==> src/rtl/task_queue.sv <==
// Dual-lane in, dual-lane out task queue between decode and issue.
// Circular buffer with first-word-fall-through head/head+1 outputs and flush.
module task_queue #(
    parameter int DEPTH  = 8,
    parameter int TASK_W = 48,
    localparam int AW    = $clog2(DEPTH),
    localparam int CW    = AW + 1
) (
    input  logic              clk,
    input  logic              rst,
    input  logic              in_valid_0,
    input  logic              in_valid_1,
    input  logic [TASK_W-1:0] in_task_0,
    input  logic [TASK_W-1:0] in_task_1,
    output logic              in_ready,
    input  logic              flush,
    output logic              out_valid_0,
    output logic              out_valid_1,
    output logic [TASK_W-1:0] out_task_0,
    output logic [TASK_W-1:0] out_task_1,
    input  logic [1:0]        out_take,
    output logic [CW-1:0]     count
);

    logic [TASK_W-1:0] mem [DEPTH];
    logic [AW-1:0]     head_reg, head_next, tail_reg, tail_next;
    logic [CW-1:0]     count_reg, count_next;
    logic [AW-1:0]     head_plus1, tail_plus1;
    logic [1:0]        n_enq, n_deq, take_eff;
    logic              wr_a, wr_b;
    logic [TASK_W-1:0] wdata_a;
    logic [DEPTH-1:0]  we_a, we_b;

    // Ready depends on registered occupancy only, so the producer sees no
    // combinational path from the issue side.
    assign in_ready   = (count_reg <= CW'(DEPTH - 2));
    assign head_plus1 = head_reg + AW'(1);
    assign tail_plus1 = tail_reg + AW'(1);

    // Lane 1 alone compacts down to the tail slot.
    assign wr_a    = in_ready && !flush && (in_valid_0 || in_valid_1);
    assign wr_b    = in_ready && !flush && in_valid_0 && in_valid_1;
    assign wdata_a = in_valid_0 ? in_task_0 : in_task_1;

    always_comb begin
        n_enq = 2'd0;
        if (in_ready) begin
            n_enq = {1'b0, in_valid_0} + {1'b0, in_valid_1};
        end
        take_eff = (out_take == 2'd3) ? 2'd2 : out_take;
        n_deq    = take_eff;
        if (count_reg < CW'(take_eff)) begin
            n_deq = count_reg[1:0];
        end
        head_next  = head_reg + AW'(n_deq);
        tail_next  = tail_reg + AW'(n_enq);
        count_next = count_reg + CW'(n_enq) - CW'(n_deq);
    end

    always_ff @(posedge clk) begin
        if (rst || flush) begin
            head_reg  <= '0;
            tail_reg  <= '0;
            count_reg <= '0;
        end else begin
            head_reg  <= head_next;
            tail_reg  <= tail_next;
            count_reg <= count_next;
        end
    end

    generate
        for (genvar gi = 0; gi < DEPTH; gi++) begin : g_we
            assign we_a[gi] = wr_a && (tail_reg == AW'(gi));
            assign we_b[gi] = wr_b && (tail_plus1 == AW'(gi));
        end
    endgenerate

    // Storage is never cleared; validity comes from count alone.
    always_ff @(posedge clk) begin
        for (int i = 0; i < DEPTH; i++) begin
            if (we_a[i]) begin
                mem[i] <= wdata_a;
            end else if (we_b[i]) begin
                mem[i] <= in_task_1;
            end
        end
    end

    assign out_task_0  = mem[head_reg];
    assign out_task_1  = mem[head_plus1];
    assign out_valid_0 = (count_reg >= CW'(1));
    assign out_valid_1 = (count_reg >= CW'(2));
    assign count       = count_reg;

endmodule

==> config.mk <==
export PLATFORM = sky130hd
export DESIGN_NAME = task_queue
export DESIGN_NICKNAME = d
export VERILOG_FILES = /design/src/rtl/task_queue.sv
export SDC_FILE = /design/constraint.sdc
export NUM_CORES = 1
export LEC_CHECK = 0
export ABC_AREA = 0
export CAP_MARGIN = 40
export CORE_MARGIN = 4
export CORE_UTILIZATION = 63
export DETAILED_ROUTE_END_ITERATION = 16
export GPL_TIMING_DRIVEN = 0
export PLACE_DENSITY_LB_ADDON = 0.1
export SYNTH_ARGS = -nofsm -noshare
export SYNTH_HDL_FRONTEND = slang
export SYNTH_SLANG_ARGS = --single-unit
==> constraint.sdc <==
create_clock -name clk -period 14.8 [get_ports clk]
set_input_delay 4.44 -clock clk [delete_from_list [all_inputs] [get_ports clk]]
set_output_delay 4.44 -clock clk [all_outputs]
set_load 0.01 [all_outputs]
; After elaboration in Yosys (flattened, before gate mapping)
; Memory sizes are Yosys's and may differ from the RTL's. A register that Yosys moved wholly into a read port is not among the register bits.
; Index checks and enable logic that the tools add are counted.
[word_totals]
n_memories = 1
output_inout_bits = 103
ff_bits = 10
ramBits = 384
[classes]
n_addsub = 7
muxes = 71
eq_ne = 15
bitwise_logic = 8
magnitude_cmp = 4
reduce_logical = 31
[mem_list]
columns = memory, words, word_bits, rd, rd_clocked_by_memory_dff, write_ports, line_no
row1 = mem, 8, 48, 2, 1, 2, 25  ; logic [TASK_W-1:0] mem [DEPTH];
[ops]
columns = op, count
row1 = 48-bit 2-to-1 mux, 15
row2 = 48-bit OR reduction, 6
row3 = 1-bit 2-to-1 mux, 46
row4 = 3-bit == test (second input constant), 8
row5 = 3-bit 2-to-1 mux, 7
row6 = 1-bit logical AND, 20
row7 = 3-bit by 2-bit == test with 1-bit output (second input constant), 4
row8 = 1-bit bitwise OR, 8
row9 = 3-bit by 1-bit adder with 3-bit output (second input constant), 2
row10 = 3-bit by 2-bit adder with 3-bit output, 2
row11 = 3-bit by 1-bit == test with 1-bit output (second input constant), 2
row12 = 3-bit zero test, 2
row13 = 2-bit 2-to-1 mux, 3
row14 = 4-bit by 2-bit adder with 4-bit output, 1
row15 = 4-bit by 1-bit >= comparator with 1-bit output (second input constant), 1
row16 = 4-bit by 2-bit >= comparator with 1-bit output (second input constant), 1
row17 = 4-bit by 3-bit <= comparator with 1-bit output (second input constant), 1
row18 = 4-bit by 2-bit < comparator with 1-bit output, 1
row19 = 4-bit by 2-bit subtractor with 4-bit output, 1
row20 = 1-bit by 1-bit adder with 2-bit output, 1
row21 = 2-bit == test (second input constant), 1
row22 = 1-bit logical OR, 2
row23 = 1-bit zero test, 1

; Longest topological paths before layout
[logic_depth]
word_depth = 13
depth_mapped = 13
ltp_nobuf = 13

; Worst setup path after synthesis
; OpenSTA, ideal clock, no wires.
[synth_timing]
path_kind = input to register
start = input port flush
end = memory mem[1][0] (enable)
cell_stages = 5
setup_slack_ps = 5778
arrival_ps = 8509
t_required_ps = 14287
path_cell_list = a211o_1 and2_1 buf_2 buf_2 nor3_1
[synth_rtl]
columns = item, line_no
row1 = start: declaration, 16  ; input logic flush,
row2 = end: declaration, 25

==> impl_metrics.tcl <==
set metrics [dict create \
    r2r-end "mem[6][35]$_DFFE_PP_" \
    drv_cap 0 \
    irDropWorstVdd_v 0.000109 \
    p_total_mw 3.89 \
    maxSlewViolCount 0 \
    min_path_cells 2 \
    syn_nets 1648 \
    drc 0 \
    synth_flop_cell "edfxtp_1" \
    clock_latency_ns 0.55 \
    grt_pass1_wl_mm 107 \
    fin_crit_ns 8.64 \
    grt_busiest_layer "met2" \
    n_fill_cell 2100 \
    critPathKind "flip-flop to primary output" \
    ant_nets 0 \
    r2r_start "tail_reg[1]$_SDFF_PP0_" \
    h-tree-depth 2 \
    overflow 0 \
    slew_headroom_pct 25.8 \
    grt_max_degree 22 \
    outcome "completed" \
    drtIter0Drc 2807 \
    largest_reg_flops 384 \
    synth_edf_count 384 \
    synth.cell_area_sq_um 22400 \
    hold_viol_final 0 \
    hp-class "flip-flop to flip-flop" \
    gp_congestion 0.935 \
    reg2reg_slack_ns 10.72 \
    worstSetupEndpointType "primary output" \
    use_met1_pct 49.3 \
    finalClockSkew_ns 0.00982 \
    post_cts_buffers 0 \
    area_growth_pct 18.9 \
    cts_num_sinks 394 \
    num_rows 68 \
    die_area_sq_um 38600 \
    hpwl_mm 48.4 \
    async_flop_share_pct 0 \
    cts_tree "yes" \
    core_area_sq_um 34800 \
    cts.clk_slew.worst_paths_ns 0.06 \
    synth_area_per_cell_sq_um 14.6 \
    finalSetupViolations 0 \
    wl_per_cell_um 32.2 \
    drt-total-wl_mm 72.8 \
    power.density_nw_per_um2 146 \
    first_pass_iters 8 \
    worst_setup_path_start_kind "flip-flop" \
    nNetsFinal 1892 \
    worst_pin_slew_ns 1.11 \
    post_cts_resized 0 \
    final_cell_mix "edfxtp_1 (384), o2bb2ai_1 (288), mux4_2 (192), clkdlybuf4s50_1 (157), nand2_1 (147)" \
    reg2regPathDepth 9 \
    grt_pass1_vias 17300 \
    holdPathEnd "tail_reg[2]$_SDFF_PP0_" \
    use_met2_pct 58.9 \
    synth-seq-cells 394 \
    cts_buffers 42 \
    cellLeakagePower_nw 8.46 \
    layout_commonest_cell "edfxtp_1" \
    setup_tns_ns 0 \
    worstHoldStart "tail_reg[2]$_SDFF_PP0_" \
    die_y_um 196 \
    io_buffers 157 \
    start_util_pct 64.3 \
    vias 17100 \
    synth_cell_types 45 \
    postCtsHoldBufs 0 \
    drive_above_1_share_pct 25.7 \
    rsz0062_at_grt "no" \
    ys_seq_area_share_pct 52.5 \
    die_w_um 196 \
    grt_util_all_layers_pct 37.3 \
    ios 206 \
    antenna_found_initial 8 \
    fmax_mhz 116 \
    yosys_warnings 0 \
    cts_root_buffer "clkbuf_16" \
    finalCritPeriodShare_pct 58.4 \
    required_ns 10.36 \
    cp.arrival_ns 4.20 \
    routed_via_density 7.55 \
    clk_path_buf_depth 3 \
    syn-instance-count 1527 \
    grt_use_met3_pct 9.97 \
    crit_fanout 10 \
]
[where the power goes]
group / leakage [nW] / internal (mW) / total, mW / switching (mW)
logic: 4.20 / 0.779 / 1.48 / 0.702
clock network: 0.681 / 0.636 / 1.07 / 0.437
registers: 3.58 / 1.30 / 1.33 / 0.0339
[worst max-delay path: stages (launching register included)]
cell and delay (ns):
dfxtp_1 0.44, clkbuf_1 0.48, buf_1 0.75, clkbuf_1 0.74, mux4_2 0.41, mux2_2 0.31, clkdlybuf4s50_1 0.51
[synth_stat cells, types with 3 or more instances]
cell type	instances	share of area [%]
and3_1	5	0.14
o2bb2ai_1	288	11
mux2_2	96	4.8
nand2_1	147	2.5
ha_1	14	0.78
clkbuf_1	114	1.9
dfxtp_1	10	0.90
nor3_1	6	0.13
and2_1	5	0.14
a31oi_1	4	0.11
mux4_2	192	19
xor2_1	4	0.16
buf_1	22	0.37
nor2_1	21	0.35
a21oi_1	4	0.090
inv_1	19	0.32
o31ai_1	3	0.10
buf_4	3	0.10
edfxtp_1	384	52
o21ai_0	94	2.1
fa_1	4	0.36
buf_2	53	1.2
nand2b_1	4	0.11
[cell type report]
type | count | area, sq um | share of cell area [%]
multi-input combinational | 919 | 9790 | 36.8
sequential | 394 | 11700 | 44.1
buffer | 194 | 821 | 3.09
clock inverter | 18 | 185 | 0.696
inverter | 20 | 75.1 | 0.282
tap | 455 | 569 | 2.14
clock buffer | 56 | 1200 | 4.50
antenna | 4 | 10.0 | 0.0376
timing repair buffer | 200 | 2220 | 8.34
[through the flow]
stage	hold WS [ns]	instance area [sq um]	instances	worst slack, ns	util [%]
4_1_cts	0.631	26600	2254	6.30	76.4
3_3_place_gp	0.600	24500	2139	1.71	70.4
6_report	0.627	26600	2260	6.16	76.4
2_1_floorplan	0.563	22400	1527	5.78	-
5_1_grt	0.663	26600	2260	6.17	76.4
3_5_place_dp	0.623	25200	2180	6.90	72.4
[per-layer routing]
| metal | vias to the layer above | share of wire [%] |
|---|---|---|
| li1 | 6779 | - |
| met1 | 8327 | 33 |
| met2 | 1630 | 47 |
| met3 | 313 | 15 |
| met4 | 10 | 4.9 |
| met5 | - | 0.18 |
[cells by family (layout without fill, tap and decap cells)]
kind of cell | after synthesis | after routing | share of synthesized area [%]
AO/OA/AOI/OAI | 407 | 407 | 14.2
XOR/XNOR | 5 | 5 | 0.196
adder cells (fa/ha/maj) | 18 | 18 | 1.14
buffers and inverters | 214 | 488 | 4.01
flip-flops | 394 | 394 | 52.5
multiplexers | 288 | 288 | 24.2
other | 0 | 4 | 0
AND/OR/NAND/NOR | 201 | 201 | 3.83
[how the worst max path moves through the flow]
stage	start	to	slack, ns
4_1_cts	head_reg[1]$_SDFF_PP0_	out_task_0[25]	6.30
3_3_place_gp	flush	mem[5][30]$_DFFE_PP_	1.71
5_1_grt	head_reg[1]$_SDFF_PP0_	out_task_0[7]	6.17
6_report	head_reg[1]$_SDFF_PP0_	out_task_0[12]	6.16
3_5_place_dp	head_reg[1]$_SDFF_PP0_	out_task_0[25]	6.90
2_1_floorplan	flush	mem[1][0]$_DFFE_PP_	5.78
(Power assumes the default switching activity.)
